<file path="src/rtl/uart_tx_serializer.sv">
// uart_tx_serializer
//   Byte FIFO plus 8N1 UART transmitter, LSB first. The CPU's memory-mapped
//   IO block pushes bytes. The transmitter drains them onto the TX pin with
//   no idle gap between queued frames.
//
// Ports
//   clk          in   single clock, rising edge
//   rst_n        in   asynchronous active-low reset
//   wr_en        in   byte write strobe (one byte per cycle high)
//   wr_data[7:0] in   byte to transmit, sampled when wr_en=1
//   clr_overrun  in   clears the sticky overrun flag
//   tx           out  serial line, idle high, registered
//   full         out  FIFO holds FIFO_DEPTH bytes (registered)
//   busy         out  frame in progress or FIFO non-empty
//   overrun      out  sticky, a write was dropped
//   o_dbg_state  out  current transmitter state (IDLE/START/DATA/STOP)
//
// Handshake: wr_en is a valid-only strobe. The registered full flag acts as
// the inverted ready. A write with full=1 is dropped and sets overrun, even
// if the transmitter pops in the same cycle.
module uart_tx_serializer #(
   parameter int CLKS_PER_BIT = 16,
   parameter int FIFO_DEPTH   = 4
) (
   input  logic       clk,
   input  logic       rst_n,
   input  logic       wr_en,
   input  logic [7:0] wr_data,
   input  logic       clr_overrun,
   output logic       tx,
   output logic       full,
   output logic       busy,
   output logic       overrun,
   output logic [1:0] o_dbg_state
);

   localparam int CW = (CLKS_PER_BIT > 1) ? $clog2(CLKS_PER_BIT) : 1;
   localparam int AW = $clog2(FIFO_DEPTH);
   localparam logic [CW-1:0] BAUD_LAST = CW'(CLKS_PER_BIT - 1);
   localparam logic [AW:0]   DEPTH     = (AW+1)'(FIFO_DEPTH);

   typedef enum logic [1:0] {
      ST_IDLE  = 2'd0,
      ST_START = 2'd1,
      ST_DATA  = 2'd2,
      ST_STOP  = 2'd3
   } state_t;

   state_t        r_state;
   logic [CW-1:0] r_baud;
   logic [2:0]    r_bit_idx;
   logic [7:0]    r_shift;
   logic          r_tx;

   logic [7:0]    r_mem [FIFO_DEPTH];
   logic [AW-1:0] r_wr_ptr;
   logic [AW-1:0] r_rd_ptr;
   logic [AW:0]   r_count;
   logic          r_full;
   logic          r_overrun;

   logic          w_bit_done;
   logic          w_fifo_nempty;
   logic          w_push;
   logic          w_pop;
   logic [AW:0]   w_count_next;

   assign w_bit_done    = (r_baud == BAUD_LAST);
   assign w_fifo_nempty = (r_count != '0);
   assign w_push        = wr_en & ~r_full;
   // Pop when leaving IDLE, or on the last stop-bit cycle to chain frames.
   assign w_pop         = w_fifo_nempty &
                          ((r_state == ST_IDLE) | ((r_state == ST_STOP) & w_bit_done));

   always_comb begin
      w_count_next = r_count;
      if (w_push && !w_pop) begin
         w_count_next = r_count + 1'b1;
      end else if (w_pop && !w_push) begin
         w_count_next = r_count - 1'b1;
      end
   end

   // Storage has no reset. Pointers and count define validity.
   always_ff @(posedge clk) begin
      if (w_push) begin
         r_mem[r_wr_ptr] <= wr_data;
      end
   end

   always_ff @(posedge clk or negedge rst_n) begin
      if (!rst_n) begin
         r_wr_ptr  <= '0;
         r_rd_ptr  <= '0;
         r_count   <= '0;
         r_full    <= 1'b0;
         r_overrun <= 1'b0;
      end else begin
         if (w_push) r_wr_ptr <= r_wr_ptr + 1'b1;
         if (w_pop)  r_rd_ptr <= r_rd_ptr + 1'b1;
         r_count <= w_count_next;
         r_full  <= (w_count_next == DEPTH);
         // A drop in the same cycle as a clear wins.
         if (wr_en && r_full) begin
            r_overrun <= 1'b1;
         end else if (clr_overrun) begin
            r_overrun <= 1'b0;
         end
      end
   end

   always_ff @(posedge clk or negedge rst_n) begin
      if (!rst_n) begin
         r_state   <= ST_IDLE;
         r_baud    <= '0;
         r_bit_idx <= '0;
         r_shift   <= '0;
         r_tx      <= 1'b1;
      end else begin
         case (r_state)
            ST_IDLE: begin
               r_tx <= 1'b1;
               if (w_pop) begin
                  r_shift   <= r_mem[r_rd_ptr];
                  r_baud    <= '0;
                  r_bit_idx <= '0;
                  r_tx      <= 1'b0;
                  r_state   <= ST_START;
               end
            end
            ST_START: begin
               if (w_bit_done) begin
                  r_baud  <= '0;
                  r_tx    <= r_shift[0];
                  r_state <= ST_DATA;
               end else begin
                  r_baud <= r_baud + 1'b1;
               end
            end
            ST_DATA: begin
               if (w_bit_done) begin
                  r_baud  <= '0;
                  r_shift <= r_shift >> 1;
                  if (r_bit_idx == 3'd7) begin
                     r_tx    <= 1'b1;
                     r_state <= ST_STOP;
                  end else begin
                     // The next bit is shift[1] before the shift lands.
                     r_tx      <= r_shift[1];
                     r_bit_idx <= r_bit_idx + 1'b1;
                  end
               end else begin
                  r_baud <= r_baud + 1'b1;
               end
            end
            ST_STOP: begin
               if (w_bit_done) begin
                  r_baud <= '0;
                  if (w_pop) begin
                     r_shift   <= r_mem[r_rd_ptr];
                     r_bit_idx <= '0;
                     r_tx      <= 1'b0;
                     r_state   <= ST_START;
                  end else begin
                     r_tx    <= 1'b1;
                     r_state <= ST_IDLE;
                  end
               end else begin
                  r_baud <= r_baud + 1'b1;
               end
            end
            default: begin
               r_tx    <= 1'b1;
               r_state <= ST_IDLE;
            end
         endcase
      end
   end

   assign tx          = r_tx;
   assign full        = r_full;
   assign overrun     = r_overrun;
   assign busy        = (r_state != ST_IDLE) | w_fifo_nempty;
   assign o_dbg_state = r_state;

endmodule
</file>
<file path="config.mk">
export PLATFORM = sky130hd
export DESIGN_NAME = uart_tx_serializer
export DESIGN_NICKNAME = d
export VERILOG_FILES = /design/src/rtl/uart_tx_serializer.sv
export SDC_FILE = /design/constraint.sdc
export NUM_CORES = 1
export LEC_CHECK = 0
export CAP_MARGIN = 20
export CORE_MARGIN = 2
export CORE_UTILIZATION = 35
export DETAILED_ROUTE_END_ITERATION = 10
export GPL_TIMING_DRIVEN = 1
export MAX_ROUTING_LAYER = met4
export REMOVE_ABC_BUFFERS = 1
export SYNTH_ARGS = -nofsm -noshare
export SYNTH_HDL_FRONTEND = slang
export SYNTH_SLANG_ARGS = --single-unit
</file>
<file path="constraint.sdc">
create_clock -name clk -period 3.1 [get_ports clk]
set_clock_uncertainty 0.2 [all_clocks]
set_input_delay 0.465 -clock clk [delete_from_list [all_inputs] [get_ports clk]]
set_output_delay 0.465 -clock clk [all_outputs]
set_load 0.1 [all_outputs]
</file>
==> results.yml <==
placement:
  gp_congestion: 0.779
  numPortBuffers: 17
  dp_hpwl_um: 3220
  post_dp_cell_area_mm2: 0.00307
critical_path:
  worstReg2RegEnd: "r_shift[7]"
  reg2reg_slack_ns: 0.73
  cpMaxStageDelayCell: "dfrtp_1"
  critPathKind: "register to output port"
  required_ns: 2.43
  crit_fanout: 10
  worstRegToRegCells: 7
  critPathMostFrequentCell: "inv_1"
  max_stage_delay_ns: 0.40
  cp.arrival_ns: 1.86
  end_kind: "output port"
  crit_path_start_kind: "register"
  r2r-start: "o_dbg_state[0]"
  path_cells: "inv_1 -> ha_1 -> and3b_1 -> inv_1 -> buf_4"
timing:
  worstMarginPinSlew_ns: 0.599
  final.period_utilization: 0.814
  finalCriticalPeriod_ns: 2.52
  fin_setup_tns_ns: 0
  rsz0062_at_grt: "false"
  slew_viol_final: 0
  relSlewSlack: 0.600
  finalHoldViolations: 0
  fmax_mhz: 396
  finalSetupViolations: 0
clocking:
  cts_tree: "yes"
  clkTransAtPathRegs_ns: 0.07
  cts-root-buf: "clkbuf_8"
  cts_hold_buffers: 0
  htree_levels: 3
  cts_buffers: 9
  cts_resized: 0
  clock_latency_ns: 0.34
  cts_buffer_depth: 2
  cts.sink_count: 59
  cts_setup_buffers: 0
synthesis:
  synth_top_cell_by_area: "edfxtp_1"
  ys_async_sr_fraction: 0.458
  avgSynthCellArea_um2: 14.0
  yosys_warnings: 0
  yosysSeqAreaShare: 0.581
  syn_area_mm2: 0.00282
  synthCells: 201
  yosysMostFrequentCell: "edfxtp_1"
  synthTopCellsByArea: "edfxtp_1, dfrtp_1, ha_1, mux4_2, mux2_4"
  synth-edff-count: 32
  synthTopCellsByCount: "edfxtp_1, dfrtp_1, ha_1"
  synth_cell_types: 43
  ys_ff_latch: 59
  ys.flop_type: "edfxtp_1"
  synth_top_area_share: 0.341
grt:
  antenna_found_initial: 0
  grt_pass1_vias: 1557
  grt_max_degree: 28
  grt_pass1_wl_um: 7790
  globalRouteOverflowTotal: 0
  grtUsageTotal: 0.124
detailed_routing:
  vias: 1601
  first_pass_iters: 4
  m1WireLength_um: 2320
  wl_met2_um: 2160
  antenna_left: 0
  wl_met3_um: 131
  avgViaCountPerCell: 4.82
  drt_wl_total_um: 4730
  route.detailed.drc: 0
  top_layer: "met4"
  drt_iter0_drc: 94
  post_drt_wl_per_cell_um: 14.3
finish:
  regArea_mm2: 0.00164
  nFillCells: 750
  layout-drive-gt1-share: 0.209
  antenna_cells: 0
  multi_input_area_mm2: 0.00109
  fin_nets: 253
  final_area_mm2: 0.00325
  area_growth_pct: 15.2
  post-route-util: 0.418
die:
  fp-row-count: 32
  io-pin-count: 18
  die_h_um: 93.8
  core_mm2: 0.00777
  die_width_um: 93.8
  initial_core_util: 0.363
  die_area_mm2: 0.00879
power:
  ir_drop_mv: 0.308
  powerDensity_mw_per_mm2: 620
  p_leak_nw: 1.31
  finalPower_w: 0.00201
worst_hold_path:
  hold_class: "primary input to async pin"
flow_run:
  maxCapViolations: 0
status:
  status: "finished, final reports clean"
-- logic make-up (layout without fill, tap and decap cells) --
kind of cell / after synthesis / in the layout / share of synthesized area
buffers and inverters: 17 / 46 / 0.0319
and+or+nand+nor: 47 / 47 / 0.0847
xor gates and xnor gates: 4 / 4 / 0.0124
DFF: 59 / 59 / 0.581
AOI/OAI and AO/OA: 34 / 34 / 0.0807
adders and majority gates: 16 / 16 / 0.0710
muxes: 24 / 24 / 0.138
-- layer usage --
layer / up-vias / global-route usage
met5: - / -
met4: 0 / 0.0652
met3: 9 / 0.0409
met2: 20 / 0.174
met1: 771 / 0.159
li1: 801 / -
-- worst max path at each step --
stage	slack, ns	to	startpoint	depth (start not counted)
after CTS	0.54	busy	r_count[0]	5
after floorplan	0.005	r_shift[7]	o_dbg_state[0]	6
after global placement	0.79	r_shift[7]	o_dbg_state[0]	7
final	0.58	busy	r_count[0]	5
after detailed placement	0.72	r_shift[7]	o_dbg_state[0]	7
after global routing	0.42	busy	o_dbg_state[1]	5
-- worst max-delay path: cells and delay by family (launching register included) --
kind	cells	cell delay, ns
adders and majority gates	1	0.28
buffers and inverters	3	0.47
and+or+nand+nor	1	0.38
DFF	1	0.40
-- layout by cell type, fill, tap and decap left out, types with 4 or more instances in the layout --
cell,Yosys,routed
clkdlybuf4s50_1,0,11
o21ai_0,12,12
nand2b_1,4,4
nor2_1,10,10
nand2_1,12,12
and2_1,4,4
mux4_2,7,7
buf_4,1,9
mux2_4,7,7
dfrtp_1,26,26
edfxtp_1,32,32
clkbuf_8,0,9
inv_1,10,10
ha_1,16,16
mux2_2,8,8
-- cell type report --
type | count | share of cell area
sequential | 59 | 0.504
clock buffer | 9 | 0.0381
inverter | 10 | 0.0116
tap | 102 | 0.0393
multi-input combinational | 125 | 0.336
clock inverter | 7 | 0.0162
timing repair buffer | 20 | 0.0547
-- flip-flops by register name, indices dropped and copies added (netlist names) --
name and cells:
full 1, o_dbg_state 2, overrun 1, r_baud 4
r_shift 8, r_bit_idx 3, r_mem 32, r_wr_ptr 2
tx 1, r_count 3, r_rd_ptr 2
-- stage by stage --
| step | hold slack (ns) | std cells | setup slack [ns] |
|---|---|---|---|
| after floorplan | -0.0306 | 194 | 0.00527 |
| after global placement | 0.286 | 316 | 0.785 |
| after detailed placement | 0.292 | 316 | 0.719 |
| after CTS | 0.301 | 332 | 0.540 |
| after global routing | 0.318 | 332 | 0.425 |
| final | 0.297 | 332 | 0.576 |
-- where the power goes --
group	switching (W)	internal, W
Clock	0.000328	0.000295
Sequential	0.0000468	0.000955
Combinational	0.000244	0.000146
Total	0.000618	0.00139
(Power assumes the default switching activity.)
